### src/rtl/isqrt_sum_pipe.sv
`default_nettype none
// ============================================================================
// Module   : isqrt_sum_pipe
// Purpose  : Sum of integer square roots over N_CH masked lanes. Each lane
//            runs a W/2-stage pipelined restoring isqrt, followed by a
//            registered pairwise adder tree and a final output register.
//            One argument set per clock, fixed latency LAT.
// Revision : 1.0 - initial parametrised release
// ============================================================================
module isqrt_sum_pipe #(
  parameter int N_CH = 3,
  parameter int W    = 32
) (
  input  logic                        clk,
  input  logic                        rst_n,
  input  logic                        arg_vld,
  input  logic [N_CH*W-1:0]           arg,
  input  logic [N_CH-1:0]             arg_mask,
  output logic                        res_vld,
  output logic [W/2+$clog2(N_CH)-1:0] res,
  output logic                        busy
);

  localparam int H   = W / 2;           // root width and isqrt stage count
  localparam int L   = $clog2(N_CH);    // adder tree levels
  localparam int RW  = H + L;           // result width
  localparam int LAT = H + L + 1;       // arg_vld to res_vld latency

  // vld[s] marks a live entry in pipeline stage s; stage LAT-1 is the output.
  logic [LAT-1:0]  vld;
  logic [N_CH-1:0] mask_q [H];
  logic [H-1:0]    root_fin [N_CH];
  logic [RW-1:0]   sum_final;

  // Valid shift register: the only pipeline state cleared by reset besides res.
  always_ff @(posedge clk or negedge rst_n) begin
    if (!rst_n) vld <= '0;
    else        vld <= {vld[LAT-2:0], arg_vld};
  end

  assign res_vld = vld[LAT-1];
  assign busy    = |vld;

  // Lane mask travels alongside the isqrt stages and is applied to the roots.
  always_ff @(posedge clk) begin
    if (arg_vld) mask_q[0] <= arg_mask;
    for (int k = 1; k < H; k++) begin
      if (vld[k-1]) mask_q[k] <= mask_q[k-1];
    end
  end

  // --------------------------------------------------------------------------
  // Restoring isqrt. Stage k appends the next two radicand bits to the
  // remainder and tries to subtract {root, 01}; success sets root bit H-1-k.
  // Register widths grow with k: after stage k the root has k+1 bits and the
  // remainder (<= 2*root) fits k+2 bits, so the subtraction can be done
  // modulo 2^(k+2) without losing information.
  // --------------------------------------------------------------------------
  for (genvar k = 0; k < H; k++) begin : g_stg
    logic ld;  // load enable: valid of the stage feeding this one

    if (k == 0) begin : g_ld_first
      assign ld = arg_vld;
    end else begin : g_ld_next
      assign ld = vld[k-1];
    end

    for (genvar i = 0; i < N_CH; i++) begin : g_ln
      logic [W-2*k-1:0] src;     // radicand bits not yet consumed, MSB pair first
      logic [k+2:0]     cur;
      logic [k+1:0]     trial;
      logic             ge;
      logic [k:0]       root_d;
      logic [k+1:0]     rem_q;
      logic [k:0]       root_q;

      if (k == 0) begin : g_first
        assign src    = arg[i*W +: W];
        assign cur    = {1'b0, src[W-1 -: 2]};
        assign trial  = 2'b01;
        assign root_d = ge;
      end else begin : g_next
        // Remaining radicand bits move forward with the previous stage's result.
        always_ff @(posedge clk) begin
          if (g_stg[k-1].ld) src <= g_stg[k-1].g_ln[i].src[W-2*k-1:0];
        end
        assign cur    = {g_stg[k-1].g_ln[i].rem_q, src[W-2*k-1 -: 2]};
        assign trial  = {g_stg[k-1].g_ln[i].root_q, 2'b01};
        assign root_d = {g_stg[k-1].g_ln[i].root_q, ge};
      end

      assign ge = (cur >= {1'b0, trial});

      // Trial-subtract result for this stage, held while no valid entry arrives.
      always_ff @(posedge clk) begin
        if (ld) begin
          rem_q  <= ge ? (cur[k+1:0] - trial) : cur[k+1:0];
          root_q <= root_d;
        end
      end

      if (k == H - 1) begin : g_last
        // The final remainder is not needed; only the root continues.
        logic unused_rem;
        assign unused_rem  = ^rem_q;
        assign root_fin[i] = root_q;
      end
    end
  end

  // --------------------------------------------------------------------------
  // Adder tree. Level 0 is the masked roots (combinational); each later
  // level is registered, adds neighbours pairwise, passes an odd leftover
  // through and grows by one bit.
  // --------------------------------------------------------------------------
  for (genvar j = 0; j <= L; j++) begin : g_lvl
    localparam int CNT = (N_CH + (1 << j) - 1) >> j;
    logic [H+j-1:0] node [CNT];

    if (j == 0) begin : g_leaf
      for (genvar i = 0; i < N_CH; i++) begin : g_in
        assign node[i] = mask_q[H-1][i] ? root_fin[i] : '0;
      end
    end else begin : g_add
      localparam int PCNT = (N_CH + (1 << (j - 1)) - 1) >> (j - 1);
      for (genvar i = 0; i < CNT; i++) begin : g_node
        if (2*i + 1 < PCNT) begin : g_pair
          // Pairwise sum of two nodes from the level below.
          always_ff @(posedge clk) begin
            if (vld[H+j-2]) node[i] <= {1'b0, g_lvl[j-1].node[2*i]}
                                     + {1'b0, g_lvl[j-1].node[2*i+1]};
          end
        end else begin : g_pass
          // Odd leftover node forwarded unchanged, zero-extended.
          always_ff @(posedge clk) begin
            if (vld[H+j-2]) node[i] <= {1'b0, g_lvl[j-1].node[2*i]};
          end
        end
      end
    end
  end

  assign sum_final = g_lvl[L].node[0];

  // Output register: holds the last result between valid pulses.
  always_ff @(posedge clk or negedge rst_n) begin
    if (!rst_n)             res <= '0;
    else if (vld[LAT-2])    res <= sum_final;
  end

endmodule
`default_nettype wire

### config.mk
export PLATFORM = sky130hd
export DESIGN_NAME = isqrt_sum_pipe
export DESIGN_NICKNAME = d
export VERILOG_FILES = /design/src/rtl/isqrt_sum_pipe.sv
export SDC_FILE = /design/constraint.sdc
export NUM_CORES = 2
export LEC_CHECK = 0
export BUFFER_PORTS_ARGS = -buffer_cell sky130_fd_sc_hd__buf_2
export CAP_MARGIN = 5
export CORE_ASPECT_RATIO = 1.1
export CORE_UTILIZATION = 25
export DETAILED_ROUTE_END_ITERATION = 6
export SYNTH_ARGS = -nofsm -noshare
export SYNTH_HDL_FRONTEND = slang
export SYNTH_SLANG_ARGS = --single-unit
### constraint.sdc
create_clock -name clk -period 3.6 [get_ports clk]
set_input_delay 0.18 -clock clk [delete_from_list [all_inputs] [get_ports clk]]
set_output_delay 0.18 -clock clk [all_outputs]
set_load 0.05 [all_outputs]
* After elaboration in Yosys (flattened, before gate mapping)
Memory sizes are Yosys's and may differ from the RTL's. A register that Yosys moved wholly into a read port is not among the register bits.
Index checks and enable logic that the tools add are counted.
** Operators by class
- $lt $le $gt $ge :: 48
- Reductions and logical operators :: 2
- Add/sub/neg operators :: 47
- Muxes and demuxes :: 84
** Operators with widths (count)
- 2-to-1 mux 16 bit :: 6
- >= comparator 18 x 17 -> 1 bit :: 3
- >= comparator 17 x 16 -> 1 bit :: 3
- >= comparator 16 x 15 -> 1 bit :: 3
- subtractor 16 bit :: 3
- >= comparator 15 x 14 -> 1 bit :: 3
- 2-to-1 mux 15 bit :: 3
- subtractor 15 bit :: 3
- >= comparator 14 x 13 -> 1 bit :: 3
- 2-to-1 mux 14 bit :: 3
- subtractor 14 bit :: 3
- >= comparator 13 x 12 -> 1 bit :: 3
- 2-to-1 mux 13 bit :: 3
- subtractor 13 bit :: 3
- >= comparator 12 x 11 -> 1 bit :: 3
- 2-to-1 mux 1 bit :: 36
- 2-to-1 mux 12 bit :: 3
- subtractor 12 bit :: 3
- >= comparator 11 x 10 -> 1 bit :: 3
- 2-to-1 mux 11 bit :: 3
- subtractor 11 bit :: 3
- >= comparator 10 x 9 -> 1 bit :: 3
- 2-to-1 mux 10 bit :: 3
- subtractor 10 bit :: 3
- other kinds (27) :: 73
** Word-level totals
- Memories kept :: 3
- Logic and storage cells :: 323
- Input bits :: 102
- Memory bits (writable) :: 100
- Bits in registers :: 1552
** Memories
- mask_q :: depth 16, bits a word 3, read ports 16, clocked after Yosys merged registers in 0, write ports 16, line 31 : logic [N_CH-1:0] mask_q [H];
- g_lvl[1].node :: depth 2, bits a word 17, read ports 2, clocked after Yosys merged registers in 0, write ports 2, line 118 : logic [H+j-1:0] node [CNT];
- g_lvl[2].node :: depth 1, bits a word 18, read ports 1, clocked after Yosys merged registers in 1, write ports 1, line 118

* Depth between registers and ports, before layout
An unclocked memory read counts as a cell.
- Word-level depth :: 3
- Gate-level depth with buffers :: 12
- Mapped depth without buffers :: 11

* Worst setup path before layout
OpenSTA, ideal clock, no wires.
- Kind :: register to output
- Start point :: register vld[6]
- End point :: output port busy
- Required time :: 3.420 ns
- Data arrival time :: 3.184 ns
- Stages on the path, launching flop included :: 4
- Setup slack :: 0.236 ns
- Path through :: dfrtp_1 > nor4_1 > nand4_1 > or4_1
** Between the ends
- Longest elaborated chain between the ends :: 1
** RTL lines
- from (decl) :: line 30 : logic [LAT-1:0] vld;
- from (signal assigned) :: line 38 : else vld <= {vld[LAT-2:0], arg_vld};
- OR reduction 19 bit :: line 42 : assign busy = |vld;
- to (decl) :: line 21 : output logic busy
No other way between the ends.

* Worst setup path in the final report
- Start point :: register g_stg[12].g_ln[0].rem_q[3]
- End point :: register g_stg[13].g_ln[0].rem_q[7] (data pin)
** Between the ends
- Longest elaborated chain between the ends :: 2
** RTL lines
- from (decl) :: line 74 : logic [k+1:0] rem_q;
- from (signal assigned) :: line 97 : rem_q <= ge ? (cur[k+1:0] - trial) : cur[k+1:0];
- subtractor 15 bit / >= comparator 16 x 15 -> 1 bit (equally long branches) :: line 97, 92
- 2-to-1 mux 15 bit * :: line 97
- to (signal assigned) :: line 97
- to (decl) :: line 74
Every way passes the cells marked *; elsewhere a longest branch is shown, timed or not.
A chain may end at the register's enable or synchronous reset.

==> impl_metrics.toml <==
[floorplanning]
placementRows = 209
die_x_um = 521
die_area_um2 = 299000
io_pins = 122
start_util_pct = 25.1
die_y_um = 573
core_um2 = 295000

[cts]
numCtsBuffers = 180
cts_tree = "done"
clockRootBuffer = "clkbuf_16"
post-cts-setup-buffers = 0
cts_sinks = 1669
clock_latency_ns = 0.83
path_clk_slew_ns = 0.06
cts_max_path_buffers = 3
htree_levels = 4

[global_routing]
grt_overflow_total = 0
antenna_found_initial = 0
grt_pass1_wl_um = 205000
grt_max_degree = 69
grt_pass1_vias = 41313
grt_usage_pct = 8.20

[sta]
final_max_slew_viol_count = 0
hold_viol = 0
clock.fmax_mhz = 306
fin_crit_ns = 3.27
setup_slack_ns = 0.331
fin_crit_sh_pct = 90.8
timing.final.setup_violations = 0
relSlewSlack_pct = 26.7
rsz0062_at_grt = "false"
finalSetupTns_ns = 0
skew_ns = 0.0810
worst_pin_slew_ns = 1.10

[route]
drt_wl_total_um = 124000
vias = 39735
viasPerCell = 4.12
wl_per_cell_um = 12.9
drtPass1Iterations = 5
antenna_left = 0
drc = 0
drtIter0Drc = 2053

[logic_synthesis]
syn_area_per_cell_um2 = 14.4
yosysWarningCount = 0
synth_edf_count = 1632
ys_ff_latch = 1669
ys_types = 78
ys.flop_type = "edfxtp_1"
yosys.area.top_type = "edfxtp_1"
synthTopCellsByArea = "edfxtp_1, ha_1, mux2_2"
async_flop_share_pct = 2.22
syn-instance-count = 5138
syn-cell-area_um2 = 74200
seq_area_frac_synth_pct = 67.3
synthesis.nets = 5718
yosys.area.top_type_share_pct = 66.1

[worst_setup_path]
crit_chain = "ha_1 -> a21oi_1 -> o21ai_0 -> a2111oi_2 -> a211oi_2 -> o31ai_2 -> buf_4 -> o21ai_0"
worst_path_most_repeated_cell = "o21ai_0"
startpoint_type = "flip-flop"
cp-startpoint = "g_stg[12].g_ln[0].rem_q[3]"
cp_data_required_time_ns = 4.09
r2r-start = "g_stg[12].g_ln[0].rem_q[3]"
crit_arrival_ns = 3.76
crit_type = "reg2reg"
slowest_stage = "o31ai_2"
cp_max_fo = 21
critPathMaxStageDelay_ns = 0.67
cp-end-kind = "flip-flop"

[placed_design]
place_ws_ns = 0.360
routabilityCongestion = 0.824
dp_hpwl_um = 89200
portBuffers = 121

[cells_and_area]
drive_above_1_share_pct = 13.1
final_common_cell = "edfxtp_1"
mostFrequentLayoutCells = "edfxtp_1, inv_1, ha_1"
final_nets = 6170
syn2layout_area_growth_pct = 18.1
n_antenna_cell = 0
fillerInstances = 29243

[min_path]
hold_class = "in2async"

[job]
drv_cap = 0

[power]
ir_drop_v = 0.000462
totalPowerFinal_mw = 68.1
powerDensity_nw_per_um2 = 777
power_leakage_nw = 33.3

[outcome]
status = "finished, final reports clean"
## cells by family (layout without fill, tap and decap cells)
kind of cell	after synthesis	in the layout	synth area share, %
compound gates	935	935	8.06
simple gates	866	866	5.65
buf+inv	616	1224	3.18
flops	1669	1669	67.3
mux	280	280	4.24
xor+xnor	294	294	3.47
fa+ha+maj	478	478	8.08
## sequential cells by signal, indices dropped and copies added, names as in the netlist
| name | count |
|---|---|
| g_lvl.node | 51 |
| g_stg.g_ln.rem_q | 405 |
| g_stg.g_ln.root_q | 408 |
| g_stg.g_ln.src | 720 |
| mask_q | 48 |
| res | 18 |
| vld | 19 |
## area by class of cell
type	instances	area, µm²	share of cell area (%)
Clock buffer	217	4720	5.39
Clock inverter	121	1520	1.74
Inverter	573	2150	2.45
Multi-Input combinational cell	2853	21900	25.0
Sequential cell	1669	50000	57.0
Tap cell	3903	4880	5.57
Timing Repair Buffer	313	2430	2.77
## worst max-delay path: cells and delay by family (launching register included)
family | cells | cell delay, ns
compound gates | 6 | 1.85
flops | 1 | 0.40
buf+inv | 1 | 0.35
fa+ha+maj | 1 | 0.39
## power breakdown
part	leakage [nW]	switching, mW	internal [mW]
sequential	16.3	1.68	26.1
combinational	14.0	11.2	10.3
clock	2.98	7.72	11.1
total	33.3	20.6	47.5
## worst paths after layout
| path | end | slack, ns | depth (start not counted) |
|---|---|---|---|
| max | g_stg[13].g_ln[0].rem_q[7] | 0.33 | 8 |
| min | res[5] | 0.03 | 2 |
| max reg2reg | g_stg[13].g_ln[0].rem_q[7] | 0.33 | 8 |
| min reg2reg | g_stg[10].g_ln[1].src[7] | 0.39 | 0 |
| max in group asynchronous | vld[5] | 2.84 | 3 |
| min in group clk | g_stg[1].g_ln[2].src[21] | 0.08 | 2 |
## per-layer routing
metal | global-route usage, % | part of all wire [%]
met3 | 1.56 | 3.5
met1 | 9.87 | 45
met2 | 14.5 | 49
met5 | 0 | 0
met4 | 2.95 | 2.8
## metrics by stage
step / hold slack, ns / area (µm²) / std cells / util (%)
final: 0.0303 / 87600 / 9649 / 29.7
after global routing: 0.0220 / 87600 / 9649 / 29.7
after floorplan: -0.116 / 74200 / 5138 / -
after detailed placement: 0.300 / 79900 / 9165 / 27.1
after global placement: 0.287 / 79900 / 9165 / 27.1
after CTS: 0.00135 / 87600 / 9649 / 29.7
## cell usage after synthesis, drive strengths merged, types with 10 or more instances
cell type  number
clkbuf         22
or3            21
nand4          45
buf            21
a31oi          22
nor4           15
xnor2         225
a211oi         30
nor2          279
nand2         170
o21ai         235
o31ai          28
nand3          44
mux2          250
o21a           98
a21o           82
edfxtp       1632
o22ai          11
o211ai         19
nor2b          65
and3           10
a31o           17
mux2i          30
xor2           69
o31a           11
nand2b         60
a211o          10
nor3           65
and2           57
inv           573
dfrtp          37
ha            476
a21boi         21
o21bai         13
or2            16
a21oi         261
## repair_timing
item	in CTS	in global routing
hold buffers	146	0
setup endpoints to repair	1	0
hold endpoints to repair	183	0
gates resized for setup	2	0
(Power assumes the default switching activity.)
